--- config.mk ---
export PLATFORM = sky130hd
export DESIGN_NAME = instr_fetch_unit_flat
export DESIGN_NICKNAME = d
export VERILOG_FILES = /design/src/rtl/instr_fetch_unit_if.sv /design/src/rtl/instr_fetch_unit.sv /design/src/flat_wrapper.sv
export SDC_FILE = /design/constraint.sdc
export NUM_CORES = 1
export LEC_CHECK = 0
export CAP_MARGIN = 30
export CORE_MARGIN = 8
export CORE_UTILIZATION = 41
export CTS_CLUSTER_SIZE = 25
export DETAILED_ROUTE_END_ITERATION = 10
export MAX_ROUTING_LAYER = met4
export PLACE_DENSITY = 0.88
export SETUP_SLACK_MARGIN = 0.05
export SLEW_MARGIN = 20
export SYNTH_ARGS = -nofsm -noshare
export SYNTH_HDL_FRONTEND = slang
export SYNTH_SLANG_ARGS = --single-unit
--- constraint.sdc ---
create_clock -name clk -period 2.3 [get_ports clk]
set_input_delay 0.46 -clock clk [delete_from_list [all_inputs] [get_ports clk]]
set_output_delay 0.46 -clock clk [all_outputs]
set_load 0.005 [all_outputs]
--- src/rtl/instr_fetch_unit_if.sv ---
// rtl/instr_fetch_unit_if.sv - instruction-memory and IR handshake bundle for the fetch unit
interface instr_fetch_unit_if #(
    parameter int unsigned AW = 8
);
    logic          imem_req;
    logic [AW-1:0] imem_addr;
    logic          imem_rvalid;
    logic [31:0]   imem_rdata;
    logic          ir_valid;
    logic          ir_ready;
    logic [31:0]   ir;
    logic [AW-1:0] ir_pc;

    modport master (
        output imem_req, imem_addr, ir_valid, ir, ir_pc,
        input  imem_rvalid, imem_rdata, ir_ready
    );

    modport slave (
        input  imem_req, imem_addr, ir_valid, ir, ir_pc,
        output imem_rvalid, imem_rdata, ir_ready
    );
endinterface

--- src/rtl/instr_fetch_unit.sv ---
// rtl/instr_fetch_unit.sv - PC holder that fetches one instruction at a time into the execute IR
module instr_fetch_unit #(
    parameter int unsigned   AW       = 8,
    parameter logic [AW-1:0] RESET_PC = '0,
    parameter logic [4:0]    HALT_OP  = 5'b11111,
    parameter int unsigned   CNT_W    = 16
) (
    input  logic                 clk,
    input  logic                 sys_rst,
    input  logic                 start,
    instr_fetch_unit_if.master   bus,
    input  logic                 redirect,
    input  logic [AW-1:0]        redirect_pc,
    output logic [AW-1:0]        pc,
    output logic                 halted,
    output logic [CNT_W-1:0]     issued_cnt
);

    typedef enum logic [2:0] {
        ST_IDLE,
        ST_REQ,
        ST_WAIT,
        ST_DROP,
        ST_ISSUE,
        ST_HALT
    } state_t;

    state_t           state_q, state_d;
    logic [AW-1:0]    pc_q, pc_d;
    logic             imem_req_q, imem_req_d;
    logic [AW-1:0]    imem_addr_q, imem_addr_d;
    logic             ir_valid_q, ir_valid_d;
    logic [31:0]      ir_q, ir_d;
    logic [AW-1:0]    ir_pc_q, ir_pc_d;
    logic             halted_q, halted_d;
    logic [CNT_W-1:0] cnt_q, cnt_d;

    always_ff @(posedge clk or posedge sys_rst) begin
        if (sys_rst) begin
            state_q     <= ST_IDLE;
            pc_q        <= RESET_PC;
            imem_req_q  <= 1'b0;
            imem_addr_q <= '0;
            ir_valid_q  <= 1'b0;
            ir_q        <= '0;
            ir_pc_q     <= '0;
            halted_q    <= 1'b0;
            cnt_q       <= '0;
        end else begin
            state_q     <= state_d;
            pc_q        <= pc_d;
            imem_req_q  <= imem_req_d;
            imem_addr_q <= imem_addr_d;
            ir_valid_q  <= ir_valid_d;
            ir_q        <= ir_d;
            ir_pc_q     <= ir_pc_d;
            halted_q    <= halted_d;
            cnt_q       <= cnt_d;
        end
    end

    always_comb begin
        state_d    = state_q;
        pc_d       = pc_q;
        ir_valid_d = ir_valid_q;
        ir_d       = ir_q;
        ir_pc_d    = ir_pc_q;
        halted_d   = halted_q;
        cnt_d      = cnt_q;

        case (state_q)
            ST_IDLE: begin
                if (start) state_d = ST_REQ;
            end
            ST_REQ: begin
                // The request for the old pc is already on the bus; its response must be dropped.
                if (redirect) begin
                    pc_d       = redirect_pc;
                    ir_valid_d = 1'b0;
                    state_d    = ST_DROP;
                end else begin
                    state_d = ST_WAIT;
                end
            end
            ST_WAIT: begin
                if (redirect) begin
                    pc_d       = redirect_pc;
                    ir_valid_d = 1'b0;
                    state_d    = bus.imem_rvalid ? ST_REQ : ST_DROP;
                end else if (bus.imem_rvalid) begin
                    if (bus.imem_rdata[31:27] == HALT_OP) begin
                        halted_d = 1'b1;
                        state_d  = ST_HALT;
                    end else begin
                        ir_d       = bus.imem_rdata;
                        ir_pc_d    = pc_q;
                        pc_d       = pc_q + 1'b1;
                        ir_valid_d = 1'b1;
                        state_d    = ST_ISSUE;
                    end
                end
            end
            ST_DROP: begin
                if (redirect) pc_d = redirect_pc;
                if (bus.imem_rvalid) state_d = ST_REQ;
            end
            ST_ISSUE: begin
                // A transfer that coincides with a redirect was still consumed, so it is counted.
                if (ir_valid_q && bus.ir_ready) begin
                    ir_valid_d = 1'b0;
                    cnt_d      = cnt_q + 1'b1;
                    state_d    = ST_REQ;
                end
                if (redirect) begin
                    pc_d       = redirect_pc;
                    ir_valid_d = 1'b0;
                    state_d    = ST_REQ;
                end
            end
            ST_HALT: begin
                state_d = ST_HALT;
            end
            default: begin
                state_d = ST_IDLE;
            end
        endcase

        imem_req_d  = (state_d == ST_REQ);
        imem_addr_d = imem_req_d ? pc_d : imem_addr_q;
    end

    assign bus.imem_req  = imem_req_q;
    assign bus.imem_addr = imem_addr_q;
    assign bus.ir_valid  = ir_valid_q;
    assign bus.ir        = ir_q;
    assign bus.ir_pc     = ir_pc_q;
    assign pc            = pc_q;
    assign halted        = halted_q;
    assign issued_cnt    = cnt_q;

endmodule

--- src/flat_wrapper.sv ---
// flat-port wrapper written by rule: the top's interface ports become plain ports
module instr_fetch_unit_flat 
#(
    parameter int unsigned   AW       = 8,
    parameter logic [AW-1:0] RESET_PC = '0,
    parameter logic [4:0]    HALT_OP  = 5'b11111,
    parameter int unsigned   CNT_W    = 16
)
  (clk, sys_rst, start, redirect, redirect_pc, pc, halted, issued_cnt, bus_imem_req, bus_imem_addr, bus_ir_valid, bus_ir, bus_ir_pc, bus_imem_rvalid, bus_imem_rdata, bus_ir_ready);
  instr_fetch_unit_if #(.AW(AW)) bus_i ();
  input  logic clk;
  input  logic sys_rst;
  input  logic start;
  input  logic redirect;
  input  logic [AW-1:0] redirect_pc;
  output logic [AW-1:0] pc;
  output logic halted;
  output logic [CNT_W-1:0] issued_cnt;
  output wire logic [$bits(bus_i.imem_req)-1:0] bus_imem_req;
  output wire logic [$bits(bus_i.imem_addr)-1:0] bus_imem_addr;
  output wire logic [$bits(bus_i.ir_valid)-1:0] bus_ir_valid;
  output wire logic [$bits(bus_i.ir)-1:0] bus_ir;
  output wire logic [$bits(bus_i.ir_pc)-1:0] bus_ir_pc;
  input wire logic [$bits(bus_i.imem_rvalid)-1:0] bus_imem_rvalid;
  input wire logic [$bits(bus_i.imem_rdata)-1:0] bus_imem_rdata;
  input wire logic [$bits(bus_i.ir_ready)-1:0] bus_ir_ready;
  assign bus_imem_req = bus_i.imem_req;
  assign bus_imem_addr = bus_i.imem_addr;
  assign bus_ir_valid = bus_i.ir_valid;
  assign bus_ir = bus_i.ir;
  assign bus_ir_pc = bus_i.ir_pc;
  assign bus_i.imem_rvalid = bus_imem_rvalid;
  assign bus_i.imem_rdata = bus_imem_rdata;
  assign bus_i.ir_ready = bus_ir_ready;
  instr_fetch_unit #(.AW(AW), .RESET_PC(RESET_PC), .HALT_OP(HALT_OP), .CNT_W(CNT_W)) u_core (.clk(clk), .sys_rst(sys_rst), .start(start), .bus(bus_i), .redirect(redirect), .redirect_pc(redirect_pc), .pc(pc), .halted(halted), .issued_cnt(issued_cnt));
endmodule
==> results.json <==
{
  "run_status": "complete, no violations",
  "cp_slowest_stage_delay_ps": 580,
  "ys_seq_area_frac": 0.536,
  "syn_nets": 366,
  "post_cts_buffers": 0,
  "crit_type": "in -> reg",
  "rrSetupSlack_ps": 160,
  "dieArea_sq_um": 12100,
  "worstSkewPairLatency_ps": 350,
  "worstRegToRegCells": 4,
  "syn_inst": 318,
  "rr_startpoint": "u_core.state_q[2]",
  "placed_cell_area_sq_um": 5060,
  "netlist_area_sq_um": 3640,
  "die_x_um": 110,
  "seq_area_sq_um": 1950,
  "drc": 0,
  "ant_nets": 0,
  "ioPinCount": 121,
  "antenna_found_initial": 0,
  "start_util": 0.419,
  "synth-edff-count": 0,
  "worstMarginPinSlew_ps": 531,
  "diodes": 0,
  "routabilityCongestion": 0.918,
  "n_fill_cell": 719,
  "nNetsFinal": 500,
  "postSynthAreaPerCell_sq_um": 11.4,
  "cts_root_buf": "clkbuf_8",
  "drv_slew": 0,
  "holdBufCountCts": 0,
  "htree_levels": 3,
  "finalSetupViolCount": 0,
  "cp-endpoint": "u_core.bus.ir[20]",
  "worstPathRequired_ps": 2530,
  "critPathLaunch": "redirect",
  "start_kind": "input port",
  "track_usage": 0.177,
  "hold_class": "reg -> reg",
  "wl_per_cell_um": 18.2,
  "syn2layout_area_growth_pct": 45.1,
  "dieHeight_um": 110,
  "rsz0062_at_grt": "no",
  "rows": 34,
  "grt_pass1_wl_um": 16300,
  "synth_flop_cell": "dfrtp_1",
  "setup.worst_path.end_class": "flop",
  "totalWireLength_um": 10300,
  "async_reset_ff_frac": 1.00,
  "place.port_buffers": 120,
  "grt_pass1_vias": 3195,
  "fin_crit_sh": 0.932,
  "cellLeakagePower_uw": 0.00221,
  "vias": 3107,
  "finClkSkew_ps": 8.94,
  "multiInputGateArea_sq_um": 1550,
  "power_density_nw_per_um2": 1190,
  "power_uw": 6290,
  "ir_drop_v": 0.000596,
  "slew_headroom": 0.646,
  "cts_sinks": 78,
  "holdPathStages": 1,
  "clock_path_buffers": 2,
  "crit_fanout": 30,
  "drt_iter0_drc": 252,
  "hold_start": "u_core.issued_cnt[15]",
  "cts_tree": "yes",
  "cts_inserted_buffers": 9,
  "dr.pass1.iters": 5,
  "yosysWarnings": 0,
  "arrival_ps": 2370,
  "rr_endpoint": "u_core.bus.ir[20]",
  "hpwl_um": 7740,
  "grt-ovfl-total": 0,
  "core_sq_um": 8680,
  "post_cts_resized": 0,
  "drive_gt1_frac": 0.166,
  "grt_max_degree": 37,
  "finalCriticalPeriod_ps": 2140,
  "avgViaCountPerCell": 5.50,
  "maxCapViolCount": 0,
  "fmax_ghz": 0.467,
  "cpMaxStageDelayCell": "or4b_1",
  "synth_seq_cells": 78,
  "finalHoldViolCount": 0,
  "path_clk_slew_ps": 80,
  "fin_area_sq_um": 5280,
  "crit_chain": "clkdlybuf4s50_1, or4b_1, a211oi_4, buf_12, mux2_2",
  "synth.distinct_cells": 49
}
[cell type report]
cell class / count / area share
Timing Repair Buffer: 140 / 0.261
Inverter: 10 / 0.00782
Multi-Input combinational cell: 213 / 0.294
Clock inverter: 5 / 0.0154
Tap cell: 108 / 0.0256
Sequential cell: 78 / 0.370
Clock buffer: 11 / 0.0268
[logic make-up (layout without fill, tap and decap cells)]
kind of cell    Yosys count  count (layout)  synth area share
compound gates           65              65             0.126
xor+xnor                 17              17            0.0409
fa+ha+maj                 2               2           0.00688
buf+inv                  27             166            0.0371
flops                    78              78             0.536
mux                      40              40             0.123
simple gates             89              89             0.130
[power by group]
group	leakage [uW]	internal [uW]	switching (uW)	total (uW)
logic	0.00114	1670	1090	2770
registers	0.000954	1920	443	2360
clock network	0.000110	644	517	1160
[cells in the final DEF, fill, tap and decap left out, types with 10 or more instances in the layout]
cell type	Yosys	routed
clkdlybuf4s50_1	0	120
nor3_1	13	13
a21oi_1	14	14
nand2_1	20	20
mux2_2	34	34
nor2_1	13	13
dfrtp_1	78	78
o21ai_0	12	12
clkbuf_8	0	10
buf_4	0	18
[critical path, delay by kind of cell]
| family | cells | cell delay (ps) |
|---|---|---|
| buffers and inverters | 2 | 650 |
| AO/OA/AOI/OAI | 1 | 310 |
| AND/OR/NAND/NOR | 1 | 580 |
| multiplexers | 1 | 360 |
[stage by stage]
stage,TNS (ps),setup slack (ps),utilization,hold slack (ps),std cells
6_report,0,157,0.608,472,565
3_3_place_gp,-6990,-188,0.583,457,549
2_1_floorplan,0,186,-,465,318
5_1_grt,0,99.7,0.608,510,565
3_5_place_dp,-7550,-204,0.583,463,549
4_1_cts,0,150,0.608,479,565
[cells in the mapped netlist (2+ instances only)]
cell | count | share of area
buf_2 | 3 | 0.0041
nand2_1 | 20 | 0.021
ha_1 | 2 | 0.0069
a21oi_1 | 14 | 0.019
o211ai_1 | 3 | 0.0062
nor3_1 | 13 | 0.018
dfrtp_1 | 78 | 0.54
nor4_1 | 2 | 0.0034
or2_2 | 4 | 0.0069
xor2_1 | 9 | 0.022
nor2b_1 | 4 | 0.0069
o22a_1 | 2 | 0.0048
and2_1 | 2 | 0.0034
mux2_2 | 34 | 0.11
mux2_1 | 5 | 0.015
nand3_1 | 6 | 0.0083
a41oi_1 | 2 | 0.0048
buf_6 | 4 | 0.012
o221ai_1 | 2 | 0.0048
a221oi_1 | 4 | 0.0096
nand4_1 | 6 | 0.010
clkbuf_1 | 10 | 0.010
o21bai_1 | 2 | 0.0041
a211oi_1 | 5 | 0.010
and4_1 | 2 | 0.0048
nand2b_1 | 3 | 0.0052
nand3b_1 | 3 | 0.0062
o311ai_0 | 4 | 0.0096
o21ai_0 | 12 | 0.017
a31oi_1 | 5 | 0.0086
xnor2_1 | 8 | 0.019
inv_1 | 10 | 0.010
and3_1 | 6 | 0.010
a211o_1 | 2 | 0.0048
nor2_1 | 13 | 0.013
[worst min-delay path by stage]
| stage | to | slack [ps] |
|---|---|---|
| final | u_core.issued_cnt[15] | 470 |
| after global routing | u_core.bus.ir[25] | 510 |
| after CTS | u_core.issued_cnt[15] | 480 |
| after detailed placement | u_core.halted | 460 |
| after global placement | u_core.issued_cnt[15] | 460 |
| after floorplan | u_core.issued_cnt[15] | 460 |
[layer usage]
metal  part of all wire  track usage  vias to the layer above
met1               0.41        0.207                     1531
met3              0.072       0.0494                       20
li1                   -            -                     1428
met5                  0            -                        -
met4              0.016       0.0618                        0
met2               0.50        0.288                      128
[registers in the layout, indices dropped and copies added, names as in the netlist]
register	flops
u_core.bus.imem_req	1
u_core.bus.ir_valid	1
u_core.bus.ir_pc	8
u_core.halted	1
u_core.issued_cnt	16
u_core.state_q	3
u_core.bus.imem_addr	8
u_core.pc	8
u_core.bus.ir	32
Power figures use the tool's default switching activity.
